### config.mk
export PLATFORM = sky130hd
export DESIGN_NAME = mc_control_fsm
export DESIGN_NICKNAME = d
export VERILOG_FILES = /design/src/rtl/mc_pkg.sv /design/src/rtl/mc_ctrl_outdec.sv /design/src/rtl/mc_control_fsm.sv
export SDC_FILE = /design/constraint.sdc
export NUM_CORES = 1
export LEC_CHECK = 0
export ABC_AREA = 0
export CORE_MARGIN = 4
export CORE_UTILIZATION = 40
export CTS_BUF_LIST = sky130_fd_sc_hd__clkbuf_16
export DETAILED_ROUTE_END_ITERATION = 12
export PLACE_DENSITY = 0.89
export SLEW_MARGIN = 20
export SYNTH_ARGS = -nofsm -noshare
export SYNTH_HDL_FRONTEND = slang
export SYNTH_SLANG_ARGS = --single-unit
### constraint.sdc
create_clock -name clk -period 1.72 [get_ports clk]
set_input_delay 0.344 -clock clk [delete_from_list [all_inputs] [get_ports clk]]
set_output_delay 0.344 -clock clk [all_outputs]
set_load 0.005 [all_outputs]
### src/rtl/mc_pkg.sv
// mc_pkg: opcodes, FSM states and datapath control encodings for the multicycle RV32I core
package mc_pkg;

    localparam logic [6:0] OP_LOAD  = 7'b0000011;
    localparam logic [6:0] OP_STORE = 7'b0100011;
    localparam logic [6:0] OP_R     = 7'b0110011;
    localparam logic [6:0] OP_I     = 7'b0010011;
    localparam logic [6:0] OP_BR    = 7'b1100011;
    localparam logic [6:0] OP_JAL   = 7'b1101111;
    localparam logic [6:0] OP_LUI   = 7'b0110111;

    typedef enum logic [3:0] {
        S_FETCH, S_DECODE, S_MEMADR, S_MEMREAD, S_MEMWB, S_MEMWRITE, S_EXECR,
        S_EXECI, S_LUI, S_ALUWB, S_BRANCH, S_JAL, S_ILLEGAL
    } state_t;

    // alu_op values are shared with the ALU control decoder
    localparam logic [1:0] ALU_ADD = 2'b00;
    localparam logic [1:0] ALU_SUB = 2'b01;
    localparam logic [1:0] ALU_FN  = 2'b10;

    localparam logic [1:0] SRCA_PC    = 2'b00;
    localparam logic [1:0] SRCA_OLDPC = 2'b01;
    localparam logic [1:0] SRCA_RS1   = 2'b10;
    localparam logic [1:0] SRCA_ZERO  = 2'b11;

    localparam logic [1:0] SRCB_RS2  = 2'b00;
    localparam logic [1:0] SRCB_IMM  = 2'b01;
    localparam logic [1:0] SRCB_FOUR = 2'b10;

    localparam logic [1:0] RES_ALUOUT = 2'b00;
    localparam logic [1:0] RES_MEM    = 2'b01;
    localparam logic [1:0] RES_ALU    = 2'b10;

    localparam logic [2:0] IMM_I = 3'b000;
    localparam logic [2:0] IMM_S = 3'b001;
    localparam logic [2:0] IMM_B = 3'b010;
    localparam logic [2:0] IMM_J = 3'b011;
    localparam logic [2:0] IMM_U = 3'b100;

    typedef struct packed {
        logic       mem_req;
        logic       mem_write;
        logic       adr_src;
        logic       ir_write;
        logic       pc_write;
        logic       reg_write;
        logic [1:0] result_src;
        logic [1:0] alu_src_a;
        logic [1:0] alu_src_b;
        logic [1:0] alu_op;
        logic [2:0] imm_src;
        logic       instr_done;
        logic       illegal;
    } ctrl_t;

endpackage

### src/rtl/mc_ctrl_outdec.sv
// mc_ctrl_outdec: combinational state -> datapath control table, with mem_ready/zero gating
module mc_ctrl_outdec
    import mc_pkg::*;
(
    input  state_t     state_i,
    input  logic       is_store_i,
    input  logic [2:0] funct3_i,
    input  logic       zero_i,
    input  logic       mem_ready_i,
    output ctrl_t      ctrl_o
);

    // per-state control word; fields not set stay 0
    always_comb begin
        ctrl_o = '0;
        case (state_i)
            S_FETCH: begin
                ctrl_o.mem_req    = 1'b1;
                ctrl_o.alu_src_a  = SRCA_PC;
                ctrl_o.alu_src_b  = SRCB_FOUR;
                ctrl_o.result_src = RES_ALU;
                ctrl_o.ir_write   = mem_ready_i;
                ctrl_o.pc_write   = mem_ready_i;
            end
            S_DECODE: begin
                ctrl_o.alu_src_a = SRCA_OLDPC;
                ctrl_o.alu_src_b = SRCB_IMM;
                ctrl_o.imm_src   = IMM_B;
            end
            S_MEMADR: begin
                ctrl_o.alu_src_a = SRCA_RS1;
                ctrl_o.alu_src_b = SRCB_IMM;
                ctrl_o.imm_src   = is_store_i ? IMM_S : IMM_I;
            end
            S_MEMREAD: begin
                ctrl_o.mem_req = 1'b1;
                ctrl_o.adr_src = 1'b1;
            end
            S_MEMWB: begin
                ctrl_o.result_src = RES_MEM;
                ctrl_o.reg_write  = 1'b1;
                ctrl_o.instr_done = 1'b1;
            end
            S_MEMWRITE: begin
                ctrl_o.mem_req    = 1'b1;
                ctrl_o.mem_write  = 1'b1;
                ctrl_o.adr_src    = 1'b1;
                ctrl_o.instr_done = mem_ready_i;
            end
            S_EXECR: begin
                ctrl_o.alu_src_a = SRCA_RS1;
                ctrl_o.alu_src_b = SRCB_RS2;
                ctrl_o.alu_op    = ALU_FN;
            end
            S_EXECI: begin
                ctrl_o.alu_src_a = SRCA_RS1;
                ctrl_o.alu_src_b = SRCB_IMM;
                ctrl_o.imm_src   = IMM_I;
                // ADDI must not let imm[10] be decoded as a SUB funct7 bit
                ctrl_o.alu_op    = (funct3_i == 3'b000) ? ALU_ADD : ALU_FN;
            end
            S_LUI: begin
                ctrl_o.alu_src_a = SRCA_ZERO;
                ctrl_o.alu_src_b = SRCB_IMM;
                ctrl_o.imm_src   = IMM_U;
            end
            S_ALUWB: begin
                ctrl_o.result_src = RES_ALUOUT;
                ctrl_o.reg_write  = 1'b1;
                ctrl_o.instr_done = 1'b1;
            end
            S_BRANCH: begin
                ctrl_o.alu_src_a  = SRCA_RS1;
                ctrl_o.alu_src_b  = SRCB_RS2;
                ctrl_o.alu_op     = ALU_SUB;
                ctrl_o.result_src = RES_ALUOUT;
                // only BEQ/BNE are legal; anything else goes to ILLEGAL without side effects
                ctrl_o.pc_write   = (funct3_i[2:1] == 2'b00) & (zero_i ^ funct3_i[0]);
                ctrl_o.instr_done = (funct3_i[2:1] == 2'b00);
            end
            S_JAL: begin
                ctrl_o.alu_src_a  = SRCA_OLDPC;
                ctrl_o.alu_src_b  = SRCB_FOUR;
                ctrl_o.result_src = RES_ALUOUT;
                ctrl_o.imm_src    = IMM_J;
                ctrl_o.pc_write   = 1'b1;
            end
            S_ILLEGAL: ctrl_o.illegal = 1'b1;
            default: ;
        endcase
    end

endmodule

### src/rtl/mc_control_fsm.sv
// mc_control_fsm: main multicycle RV32I control FSM (state register, next-state logic, reset gating)
module mc_control_fsm
    import mc_pkg::*;
(
    input  logic       clk,
    input  logic       rst,
    input  logic [6:0] opcode,
    input  logic [2:0] funct3,
    input  logic       zero,
    input  logic       mem_ready,
    output logic       mem_req,
    output logic       mem_write,
    output logic       adr_src,
    output logic       ir_write,
    output logic       pc_write,
    output logic       reg_write,
    output logic [1:0] result_src,
    output logic [1:0] alu_src_a,
    output logic [1:0] alu_src_b,
    output logic [1:0] alu_op,
    output logic [2:0] imm_src,
    output logic       instr_done,
    output logic       illegal
);

    state_t state_q, state_d;
    ctrl_t  ctrl, ctrl_g;

    // next-state selection from current state, opcode and memory handshake
    always_comb begin
        state_d = S_FETCH;
        case (state_q)
            S_FETCH:    state_d = mem_ready ? S_DECODE : S_FETCH;
            S_DECODE: begin
                case (opcode)
                    OP_LOAD, OP_STORE: state_d = S_MEMADR;
                    OP_R:              state_d = S_EXECR;
                    OP_I:              state_d = S_EXECI;
                    OP_BR:             state_d = S_BRANCH;
                    OP_JAL:            state_d = S_JAL;
                    OP_LUI:            state_d = S_LUI;
                    default:           state_d = S_ILLEGAL;
                endcase
            end
            S_MEMADR:   state_d = opcode[5] ? S_MEMWRITE : S_MEMREAD;
            S_MEMREAD:  state_d = mem_ready ? S_MEMWB : S_MEMREAD;
            S_MEMWB:    state_d = S_FETCH;
            S_MEMWRITE: state_d = mem_ready ? S_FETCH : S_MEMWRITE;
            S_EXECR:    state_d = S_ALUWB;
            S_EXECI:    state_d = S_ALUWB;
            S_LUI:      state_d = S_ALUWB;
            S_ALUWB:    state_d = S_FETCH;
            S_BRANCH:   state_d = (funct3[2:1] == 2'b00) ? S_FETCH : S_ILLEGAL;
            S_JAL:      state_d = S_ALUWB;
            S_ILLEGAL:  state_d = S_ILLEGAL;
            default:    state_d = S_FETCH;
        endcase
    end

    // state register; reset always returns to FETCH
    always_ff @(posedge clk) begin
        if (rst) state_q <= S_FETCH;
        else     state_q <= state_d;
    end

    mc_ctrl_outdec u_outdec (
        .state_i     (state_q),
        .is_store_i  (opcode[5]),
        .funct3_i    (funct3),
        .zero_i      (zero),
        .mem_ready_i (mem_ready),
        .ctrl_o      (ctrl)
    );

    // rst silences every strobe in the same cycle so nothing partial reaches memory or the regfile
    assign ctrl_g     = rst ? '0 : ctrl;
    assign mem_req    = ctrl_g.mem_req;
    assign mem_write  = ctrl_g.mem_write;
    assign adr_src    = ctrl_g.adr_src;
    assign ir_write   = ctrl_g.ir_write;
    assign pc_write   = ctrl_g.pc_write;
    assign reg_write  = ctrl_g.reg_write;
    assign result_src = ctrl_g.result_src;
    assign alu_src_a  = ctrl_g.alu_src_a;
    assign alu_src_b  = ctrl_g.alu_src_b;
    assign alu_op     = ctrl_g.alu_op;
    assign imm_src    = ctrl_g.imm_src;
    assign instr_done = ctrl_g.instr_done;
    assign illegal    = ctrl_g.illegal;

endmodule

==> metrics.cfg, run 1 <==
[placement]
dp_slack_ns=-0.643
post_dp_cell_area_sq_um=1290
gp_congestion=0.914
dp_hpwl_mm=2.31
portBuffers=32

[run_status]
stop_error=[ERROR DPL-0038] Utilization greater than 100%, impossible to legalize
outcome=stopped before the end
lastStage=global routing (5_1_grt)

[grt]
grt_max_degree=11

[logic_synthesis]
synth_ff_type=dfxtp_1
netlist.area_leader.share=0.114
synth_cell_types=41
ys_seq_area_frac=0.114
async_flop_share=0
synth_edf_count=0
avgSynthCellArea_sq_um=6.60
synth_top_cell_by_area=dfxtp_1
yosys_warnings=0
synth-seq-cells=4
netlist_area_sq_um=699
synthesis.nets=120
postSynthCellCount=106
synthTopCellsByArea=dfxtp_1, nor3_1, nor2_1

[clock_network]
postCtsHoldBufs=0
cts_htree_levels=1
numCtsBuffers=3
cts-root-buf=clkbuf_16
clock-sinks=4
ctsLongestPathBuffers=2

[floorplanning]
io_pins=33
row_count=14
die_h_microns=49.8
die_width_microns=49.8
start_util=0.444

[sta]
postGrtWorstEndpoint=instr_done
worst-ep-kind=primary output

## logic make-up after synthesis
logic type,share of synthesized area
muxes,0.0286
DFF,0.114
AOI/OAI and AO/OA,0.306
buffers and inverters,0.0787
and+or+nand+nor,0.435
xor gates and xnor gates,0.0376
## metrics by stage
step | TNS, ns | cells
2_1_floorplan | 0 | 106
3_3_place_gp | -8.47 | 184
3_5_place_dp | -9.30 | 184
4_1_cts | -0.807 | 197
## timing repair
item / in CTS
setup endpoints to repair: 20
buffers inserted: 10
resized for setup: 100
hold endpoints to repair: 0
pin swaps: 13
## synthesized netlist by cell type, types with 2 or more instances
cell type and count:
nor2_1 11, nor3b_1 2, or2_2 2, o32a_1 2, nor3_1 11, nand2b_1 6
nand4_1 2, buf_2 5, or3_1 3, xnor2_1 2, mux2i_1 2, nand3b_1 2
nor2b_1 2, nor4_1 2, a21oi_1 4, o21ai_0 7, a32oi_1 2, a211oi_1 5
dfxtp_1 4, nand2_1 6, inv_1 3, clkbuf_1 2
==> run 2: changes to the inputs <==
- CORE_AREA: not set -> 4 4 65 67
- CORE_MARGIN: 4 -> not set
- CORE_UTILIZATION: 40 -> not set
- CTS_BUF_LIST: sky130_fd_sc_hd__clkbuf_16 -> not set
- DIE_AREA: not set -> 0 0 69 71
- PLACE_DENSITY: 0.89 -> not set
- PLACE_DENSITY_LB_ADDON: not set -> 0.15
==> run 2 against run 1 <==
Compared with the run above: the flow now finishes, with violations (setup timing); synthesized cell count is the same; area after synthesis is the same.
==> metrics.cfg, run 2 <==
[setup_path]
required_ns=1.38
critPathTopFamily=buffers and inverters
worstPathMaxFanout=8
critPathKind=flop to output port
critPathMostFrequentCell=buf_6
cp_slowest_cell=dfxtp_4
arrival_ns=1.46
cp_slowest_stage_delay_ns=0.37
start_kind=flop
r2r_setup_slack_ns=0.14
end_kind=output port
cp_cell_sequence=buf_6 > buf_6 > buf_6 > xnor2_2 > mux2i_1 > o32a_1 > nor2_1 > buf_2
crit_buf_inv=4

[run_status]
violations=setup timing
outcome=finished, violations left

[pwr]
p_leak_uw=0.000703
irDropWorstVdd_mv=0.373
p_per_area_nw_per_um2=496
finalPower_uw=786

[logic_synthesis]
synth_ff_type=dfxtp_1
async_flop_share=0  ; unchanged
yosys_warnings=0  ; unchanged
synth-seq-cells=4  ; unchanged
synth_cell_types=41  ; unchanged
synth_top_cell_by_area=dfxtp_1
synthTopCellsByArea=dfxtp_1, nor3_1, nor2_1
netlist_area_sq_um=699  ; unchanged
synth_edf_count=0  ; unchanged
netlist.area_leader.share=0.114  ; unchanged
postSynthCellCount=106  ; unchanged
avgSynthCellArea_sq_um=6.60  ; unchanged
synthesis.nets=120  ; unchanged
synth_common_cells=nor2_1, nor3_1, o21ai_0
ys_seq_area_frac=0.114  ; unchanged

[clock_network]
ctsLongestPathBuffers=2  ; unchanged
worstSkewPairLatency_ns=0.21
numCtsBuffers=3  ; unchanged
clkTransAtPathRegs_ns=0.03
cts_tree=built
cts-root-buf=clkbuf_8
clock-sinks=4  ; unchanged
postCtsHoldBufs=0  ; unchanged
cts_htree_levels=1  ; unchanged

[sta]
drv_slew=0
setup_ws_ns=-0.0858
hold_viol_final=0
max_freq_ghz=0.554
clock_skew_ns=0.00587
worstMarginPinSlew_ns=0.381
rsz0062_at_grt=true
slew_headroom=0.746
setup_viol=7
whs_ns=0.704
period_share=1.05
period_needed_ns=1.81
setup_tns_ns=-0.398

[placement]
gp_congestion=0.825  ; -9.8%
dp_hpwl_mm=2.36  ; +1.9%
portBuffers=32  ; unchanged

[floorplanning]
io_pins=33  ; unchanged
die_width_microns=69  ; +39%
row_count=22  ; +8
core_sq_um=3630
die_h_microns=71  ; +43%
start_util=0.192  ; -0.251
dieArea_sq_um=4900

[cells_and_area]
nFillCells=389
drive_above_1_share=0.562
largest-register=state_q
antenna_cells=0
multiInputGateArea_sq_um=716
final_cell_mix=buf_4, buf_2, buf_6, nor3_1
largestRegisters=state_q x4
final_common_cell=buf_4
largest_reg_flops=4
area_growth_syn_to_layout_pct=127
register_area_sq_um=95.1
finalNetCount=201

[grt]
antenna_found_initial=0
grt_pass1_wl_mm=5.26
grt_overflow_total=0
track_usage=0.129
grt_pass1_vias=1099
grt_max_degree=10

[hold_path]
hp-class=flop to flop

[drt]
drtIter0Drc=37
ant_nets=0
drt_wl_total_mm=3.27
route.detailed.wl_per_inst_microns=14.0
routed_via_density=4.70
route.detailed.drc=0
drtPass1Iterations=4
num_vias=1095

[job]
drv.max_cap_violation_count=0

run 2: cell counts after synthesis:
Identical to the previous run, type by type.
run 2: worst register-to-register path: cells and delay by family (launching register included):
family	cells	cell delay (ns)
AOI/OAI and AO/OA	1	0.26
and+or+nand+nor	2	0.57
DFF	1	0.36
buffers and inverters	2	0.30
run 2: kinds of logic after synthesis:
| family | share of synthesized area |
|---|---|
| simple gates | 0.435 |
| compound gates | 0.306 |
| buf+inv | 0.0787 |
| flops | 0.114 |
| xor+xnor | 0.0376 |
| mux | 0.0286 |
run 2: repair_timing:
| item | 4_1_cts | 5_1_grt |
|---|---|---|
| gates resized for setup | 111 | 21 |
| buffers inserted | 11 | 5 |
| pin swaps | 20 | 13 |
| cloned | 0 | 0 |
| endpoints found under the hold margin | 0 | 0 |
| endpoints found under the setup margin | 21 | 16 |
run 2: cell type report:
class                   count  area share
inverters                   3     0.00710
flip-flops and latches      4      0.0599
multi-input cells          91       0.451
well taps                  48      0.0379
clock buffers               3      0.0260
repair buffers             84       0.418
run 2: metrics by stage:
| step | cells | util | setup WS, ns | instance area, sq um |
|---|---|---|---|---|
| finish | 233 | 0.437 | -0.0858 | 1590 |
| floorplan | 106 | - | 0.230 | 699 |
| global route | 233 | 0.437 | -0.198 | 1590 |
| detailed placement | 215 | 0.362 | -0.614 | 1310 |
| CTS | 229 | 0.409 | -0.204 | 1490 |
| global placement | 215 | 0.362 | -0.577 | 1310 |
run 2: report_power, final:
group	total, uW	internal (uW)	switching [uW]
combinational	470	275	196
clock	193	149	44.5
sequential	123	101	21.6
run 2: final timing paths:
path	start	end	cells past startpoint
max	state_q[0]	alu_src_b[0]	8
min	state_q[1]	state_q[1]	3
min reg2reg	state_q[1]	state_q[1]	3
max reg2reg	state_q[1]	state_q[2]	5
run 2: per-layer routing:
layer / routed length [microns] / track usage / vias to the layer above
li1: - / - / 564
met4: 20 / 0.0282 / 0
met2: 1690 / 0.239 / 24
met1: 1440 / 0.152 / 505
met5: 0 / 0 / -
met3: 112 / 0.0256 / 2
Power figures use the tool's default switching activity.
